**src/rtl/hex_display_ctrl.sv**
```systemverilog
// hex_display_ctrl: sequencer for the DE1-SoC seven-segment digits.
// Accepts a value and a mode over a valid/ready port and drives one value byte and one
// output enable per digit. Modes are static, blink and scroll.
// Optional leading-zero blanking: define HEX_LZ_BLANK_EN to add the SCAN state.
module hex_display_ctrl #(
    parameter int unsigned DIGITS       = 6,
    parameter int unsigned TICK_DIV     = 50000,
    parameter int unsigned BLINK_TICKS  = 500,
    parameter int unsigned SCROLL_TICKS = 250
) (
    input  logic                clk,
    input  logic                rst,
    input  logic                wr_valid,
    output logic                wr_ready,
    input  logic [31:0]         wr_value,
    input  logic [1:0]          wr_mode,
    output logic [8*DIGITS-1:0] digit_value,
    output logic [DIGITS-1:0]   digit_oe,
    output logic                busy
);

    localparam int unsigned PW   = (TICK_DIV > 1) ? $clog2(TICK_DIV) : 1;
    localparam int unsigned TMAX = (BLINK_TICKS > SCROLL_TICKS) ? BLINK_TICKS : SCROLL_TICKS;
    localparam int unsigned TW   = (TMAX > 1) ? $clog2(TMAX) : 1;

    localparam logic [PW-1:0] PrescLast  = PW'(TICK_DIV - 1);
    localparam logic [TW-1:0] BlinkLast  = TW'(BLINK_TICKS - 1);
    localparam logic [TW-1:0] ScrollLast = TW'(SCROLL_TICKS - 1);
    localparam logic [1:0]    ModeBlink  = 2'b01;
    localparam logic [1:0]    ModeScroll = 2'b10;

    typedef enum logic [1:0] {
        StIdle = 2'd0,
        StLoad = 2'd1,
`ifdef HEX_LZ_BLANK_EN
        StScan = 2'd2,
`endif
        StShow = 2'd3
    } state_e;

    state_e                state_q, state_d;
    logic [31:0]           val_q;
    logic [1:0]            mode_q;
    logic [PW-1:0]         presc_q;
    logic [TW-1:0]         tcnt_q;
    logic [TW-1:0]         tcnt_last;
    logic [2:0]            offset_q;
    logic                  phase_q;
    logic [8*DIGITS-1:0]   value_q;
    logic [DIGITS-1:0]     oe_q;
    logic                  accept;
    logic                  tick;
    logic                  commit;
    logic                  timed_mode;
    logic [DIGITS-1:0]     show_mask;
    logic [DIGITS-1:0]     commit_oe;

    // Digit i shows nibble (i+k) mod 8 of the latched value; upper nibble of each byte is 0.
    function automatic logic [8*DIGITS-1:0] rotated(input logic [31:0] v, input logic [2:0] k);
        logic [8*DIGITS-1:0] r;
        logic [2:0]          n;
        r = '0;
        for (int i = 0; i < int'(DIGITS); i++) begin
            n = 3'(i) + k;
            r[8*i +: 8] = {4'h0, v[4*n +: 4]};
        end
        return r;
    endfunction

    assign wr_ready    = (state_q == StIdle) || (state_q == StShow);
    assign busy        = ~wr_ready;
    assign accept      = wr_valid & wr_ready;
    assign tick        = (state_q == StShow) && (presc_q == PrescLast);
    assign timed_mode  = (mode_q == ModeBlink) || (mode_q == ModeScroll);
    assign tcnt_last   = (mode_q == ModeBlink) ? BlinkLast : ScrollLast;
    assign digit_value = value_q;
    assign digit_oe    = oe_q;

`ifdef HEX_LZ_BLANK_EN
    localparam int unsigned SW = (DIGITS > 1) ? $clog2(DIGITS) : 1;

    logic [SW-1:0]     scan_idx_q;
    logic              zero_run_q;
    logic [DIGITS-1:0] mask_q;
    logic [3:0]        scan_nib;
    logic              scan_lit;
    logic [DIGITS-1:0] scan_mask_d;

    // Blanking decision for the digit under scan; zero_run_q means every higher digit was 0.
    always_comb begin
        scan_nib    = val_q[4*scan_idx_q +: 4];
        scan_lit    = (scan_nib != 4'h0) || !zero_run_q || (scan_idx_q == '0) ||
                      (mode_q == ModeScroll);
        scan_mask_d = mask_q;
        scan_mask_d[scan_idx_q] = scan_lit;
    end

    assign commit    = (state_q == StScan) && (scan_idx_q == '0);
    assign commit_oe = scan_mask_d;
    assign show_mask = mask_q;
`else
    assign commit    = (state_q == StLoad);
    assign commit_oe = '1;
    assign show_mask = '1;
`endif

    // State register.
    always_ff @(posedge clk) begin
        if (rst) begin
            state_q <= StIdle;
        end else begin
            state_q <= state_d;
        end
    end

    // Next-state logic: accept only from IDLE/SHOW, then LOAD (and SCAN) before SHOW.
    always_comb begin
        state_d = state_q;
        case (state_q)
            StIdle, StShow: if (accept) state_d = StLoad;
`ifdef HEX_LZ_BLANK_EN
            StLoad: state_d = StScan;
            StScan: if (scan_idx_q == '0) state_d = StShow;
`else
            StLoad: state_d = StShow;
`endif
            default: state_d = StIdle;
        endcase
    end

    // Datapath: latch on accept, build blank mask in SCAN, commit, then run tick-driven effects.
    always_ff @(posedge clk) begin
        if (rst) begin
            val_q      <= '0;
            mode_q     <= '0;
            presc_q    <= '0;
            tcnt_q     <= '0;
            offset_q   <= '0;
            phase_q    <= 1'b0;
            value_q    <= '0;
            oe_q       <= '0;
`ifdef HEX_LZ_BLANK_EN
            scan_idx_q <= '0;
            zero_run_q <= 1'b0;
            mask_q     <= '0;
`endif
        end else if (accept) begin
            // Old outputs stay up until the new commit.
            val_q      <= wr_value;
            mode_q     <= wr_mode;
            presc_q    <= '0;
            tcnt_q     <= '0;
            offset_q   <= '0;
            phase_q    <= 1'b1;
`ifdef HEX_LZ_BLANK_EN
            scan_idx_q <= SW'(DIGITS - 1);
            zero_run_q <= 1'b1;
`endif
        end else begin
`ifdef HEX_LZ_BLANK_EN
            if (state_q == StScan) begin
                mask_q     <= scan_mask_d;
                zero_run_q <= zero_run_q && (scan_nib == 4'h0);
                if (scan_idx_q != '0) scan_idx_q <= scan_idx_q - SW'(1);
            end
`endif
            if (commit) begin
                value_q <= rotated(val_q, 3'd0);
                oe_q    <= commit_oe;
            end
            if (state_q == StShow) begin
                presc_q <= tick ? '0 : presc_q + PW'(1);
                if (tick && timed_mode) begin
                    if (tcnt_q == tcnt_last) begin
                        tcnt_q <= '0;
                        if (mode_q == ModeBlink) begin
                            phase_q <= ~phase_q;
                            oe_q    <= phase_q ? '0 : show_mask;
                        end else begin
                            offset_q <= offset_q + 3'd1;
                            value_q  <= rotated(val_q, offset_q + 3'd1);
                        end
                    end else begin
                        tcnt_q <= tcnt_q + TW'(1);
                    end
                end
            end
        end
    end

endmodule
```
**config.mk**
```make
export PLATFORM = sky130hd
export DESIGN_NAME = hex_display_ctrl
export DESIGN_NICKNAME = d
export VERILOG_FILES = /design/src/rtl/hex_display_ctrl.sv
export SDC_FILE = /design/constraint.sdc
export NUM_CORES = 1
export LEC_CHECK = 0
export ABC_CLOCK_PERIOD_IN_PS = 4150
export BUFFER_PORTS_ARGS = -buffer_cell sky130_fd_sc_hd__buf_2
export CELL_PAD_IN_SITES_DETAIL_PLACEMENT = 1
export CELL_PAD_IN_SITES_GLOBAL_PLACEMENT = 1
export CORE_MARGIN = 2
export CORE_UTILIZATION = 39
export DETAILED_ROUTE_END_ITERATION = 12
export GPL_TIMING_DRIVEN = 0
export PLACE_DENSITY = 0.79
export RECOVER_POWER = 50
export SKIP_CTS_REPAIR_TIMING = 1
export SLEW_MARGIN = 20
export SYNTH_ARGS = -nofsm -noshare
export SYNTH_HDL_FRONTEND = slang
export SYNTH_SLANG_ARGS = --single-unit
export TNS_END_PERCENT = 50
```
**constraint.sdc**
```tcl
create_clock -name clk -period 4.15 [get_ports clk]
set_clock_uncertainty 0.15 [all_clocks]
set_input_delay 0.415 -clock clk [delete_from_list [all_inputs] [get_ports clk]]
set_output_delay 0.415 -clock clk [all_outputs]
set_load 0.03 [all_outputs]
```
==> metrics.txt <==
outcome=finished, final reports clean; CP Capture Type=flip-flop; Clock Power Share=47.2%; vias in the first global route=5470; hold slack final=81.12 ps; HP Class=in -> reg; total core area=14420 um^2; initial drt markers=251; CTS buffer count=17; peak supply drop=0.2720 mV; Worst setup SP type=flip-flop; Pins Over Slew Limit=0; Post-Synth Simple-Gate Area=16.13%; Via density=5.743; Max Clk Rate=264.7 MHz; Fin. Hold Viols=0; area grow syn2layout=21.33%; Ports=93; final WL=17.43 mm; cell with the most instances after synthesis=dfxtp_1; setup_tns=0 ps; pre-CTS setup slack=-935.5 ps; Die Span Y=125.2 um; Worst-Skew Late Latency=420 ps; Clock Sinks=119; H-tree depth=4; GRT overflow=0; largest area contributor in the netlist=dfxtp_1; main combinational cell family by area after synthesis=multiplexers; number of flops mapped to enable cells by yosys=0; vias=5065; multiplexer area fraction after synthesis=21.02%; YS warnings=0; period utilization=91.02%; CTS tree=yes; Root Driver=clkbuf_16; Clock Path Buffers=2; Avg WL per Cell=19.77 um; Area after DPL=6416 um^2; Slew headroom=27.83%; layout cells sized above 1=20.20%; flop2flop setup slack=370 ps; Initial Util=39.69%; xor and xnor fraction of the mapped netlist area=3.802%; min cycle time layout=3777 ps; Die X=125.2 um; Port Buffers=92; Worst Slack Setup Final=372.6 ps; post-layout instance area=6947 um^2; first-pass GRT wire length=28.02 mm; Area contributors post-synth=dfxtp_1, mux4_2, nand2_1; hpwl dp=12.66 mm; CP max FO=10; RSZ-0062 raised after global routing=false; fin nets=733; Synth Area in Compound Gates=11.65%; Comb power frac=12.6%; reg2reg start=offset_q[0]; area of the die=15670 um^2; RePlAce Congestion=0.9027; post-synth top area share=41.61%; Final Core Density=48.16%; DRC Markers=0; Post-Synth Adder-Cell Area=1.748%; GR Util All Layers=22.67%; Worst Path Class, Setup=reg -> reg; Rows=44; synthesized area=5725 um^2; worst slew pin tran=1079 ps; synth unique cells=47; filler cell count=1688; Seq/Total Area, Yosys=41.61%; power density over cell area=452.1 nW/um^2; post-route ant nets=0; critical path data required time=4300 ps; MaxCap Viol Count=0; switching share of power=26.12%; drt first pass iters=5; Mapped Nets=623; Most used DFF post-synth=dfxtp_1; crit path capture=digit_value[43]; Flop pwr share=40.2%; crit path DAT=3930 ps; R2R Path End=digit_value[43]; initial antenna violation count=0; Final setup viols=0; largest net degree at the start of global routing=17; cells on worst reg2reg path=11; ys async rst share=0%; Mean Syn Cell Area=9.906 um^2; Lkg Pwr=0.002593 uW; diode count=0; Synth top cells by count=dfxtp_1, nand2_1, a21oi_1, clkbuf_1, nor2_1; Yosys reg bits=119; Worst-path clk slew=60 ps; Switch Pwr=820.3 uW; post-synthesis cell count=578; Critical Path Start=offset_q[0]; Internal=2321 uW
placed cells by master (no fill, tap or decap), drive strengths merged, types with 7 or more instances in the layout:
cell type  count
ha             8
o21a           7
nor2          31
a21oi         42
clkbuf       111
nor3b         25
inv            9
nand3          7
mux4          27
mux2i         28
o21ai         30
xnor2         13
a32oi         24
dfxtp        119
mux2          28
buf           43
nand2         86
xor2          11
flip-flops by register name, summed over array words and instances, names as in the netlist:
name / count
digit_oe: 6
val_q: 32
offset_q: 3
digit_value: 48
tcnt_q: 9
state_q: 2
phase_q: 1
presc_q: 16
mode_q: 2
metal layers:
metal | GRT usage, % | vias up | wire length (um)
li1 | - | 2323 | -
met5 | 0 | - | 0
met4 | 10.52 | 0 | 558
met1 | 25.11 | 2514 | 6891
met3 | 7.445 | 50 | 1196
met2 | 39.45 | 178 | 8787
how the worst min path moves through the flow:
stage	start	to	cells past startpoint	slack (ps)
floorplan	mode_q[1]	mode_q[1]	2	290
global placement	mode_q[1]	mode_q[1]	2	300
detailed placement	digit_oe[4]	digit_oe[4]	1	310
CTS	wr_value[9]	val_q[9]	3	70
global route	wr_value[15]	val_q[15]	3	90
finish	wr_value[9]	val_q[9]	3	80
power groups by stage:
stage               Clock [uW]  Sequential, uW  Combinational (uW)
floorplan                    0            1290                 248
global placement             0            1280                 382
detailed placement           0            1280                 399
CTS                       1510            1260                 404
global route              1570            1270                 431
finish                    1480            1260                 395
through the flow:
step / instances / power, uW
2_1_floorplan: 578 / 1538
3_3_place_gp: 854 / 1661
3_5_place_dp: 854 / 1683
4_1_cts: 883 / 3172
5_1_grt: 882 / 3267
6_report: 882 / 3141
worst max-delay path, cell delays in order (launching register included):
cell and delay (ps):
dfxtp_1 330, clkbuf_2 350, clkbuf_2 340, clkbuf_2 270, inv_2 150, ha_2 510
clkbuf_2 370, clkbuf_2 370, mux2i_1 250, o21ai_0 160, mux2i_1 280, o21ai_1 100
logic make-up (layout without fill, tap and decap cells):
kind of cell               count (synthesis)  in the layout
and+or+nand+nor                          185            185
xor gates and xnor gates                  24             24
DFF                                      119            119
buffers and inverters                     51            171
muxes                                     83             83
adders and majority gates                  8              8
AOI/OAI and AO/OA                        108            108
area by class of cell:
class | count | area, um^2 | share of cell area (%)
Timing Repair Buffer | 92 | 390.4 | 5.620
Inverter | 9 | 33.78 | 0.4863
Clock buffer | 21 | 470.5 | 6.772
Tap cell | 184 | 230.2 | 3.314
Buffer | 41 | 201.4 | 2.900
Sequential cell | 119 | 2382 | 34.29
Multi-Input combinational cell | 408 | 3114 | 44.83
Clock inverter | 8 | 123.9 | 1.783
Note: power is estimated with default switching activity, not from simulation.
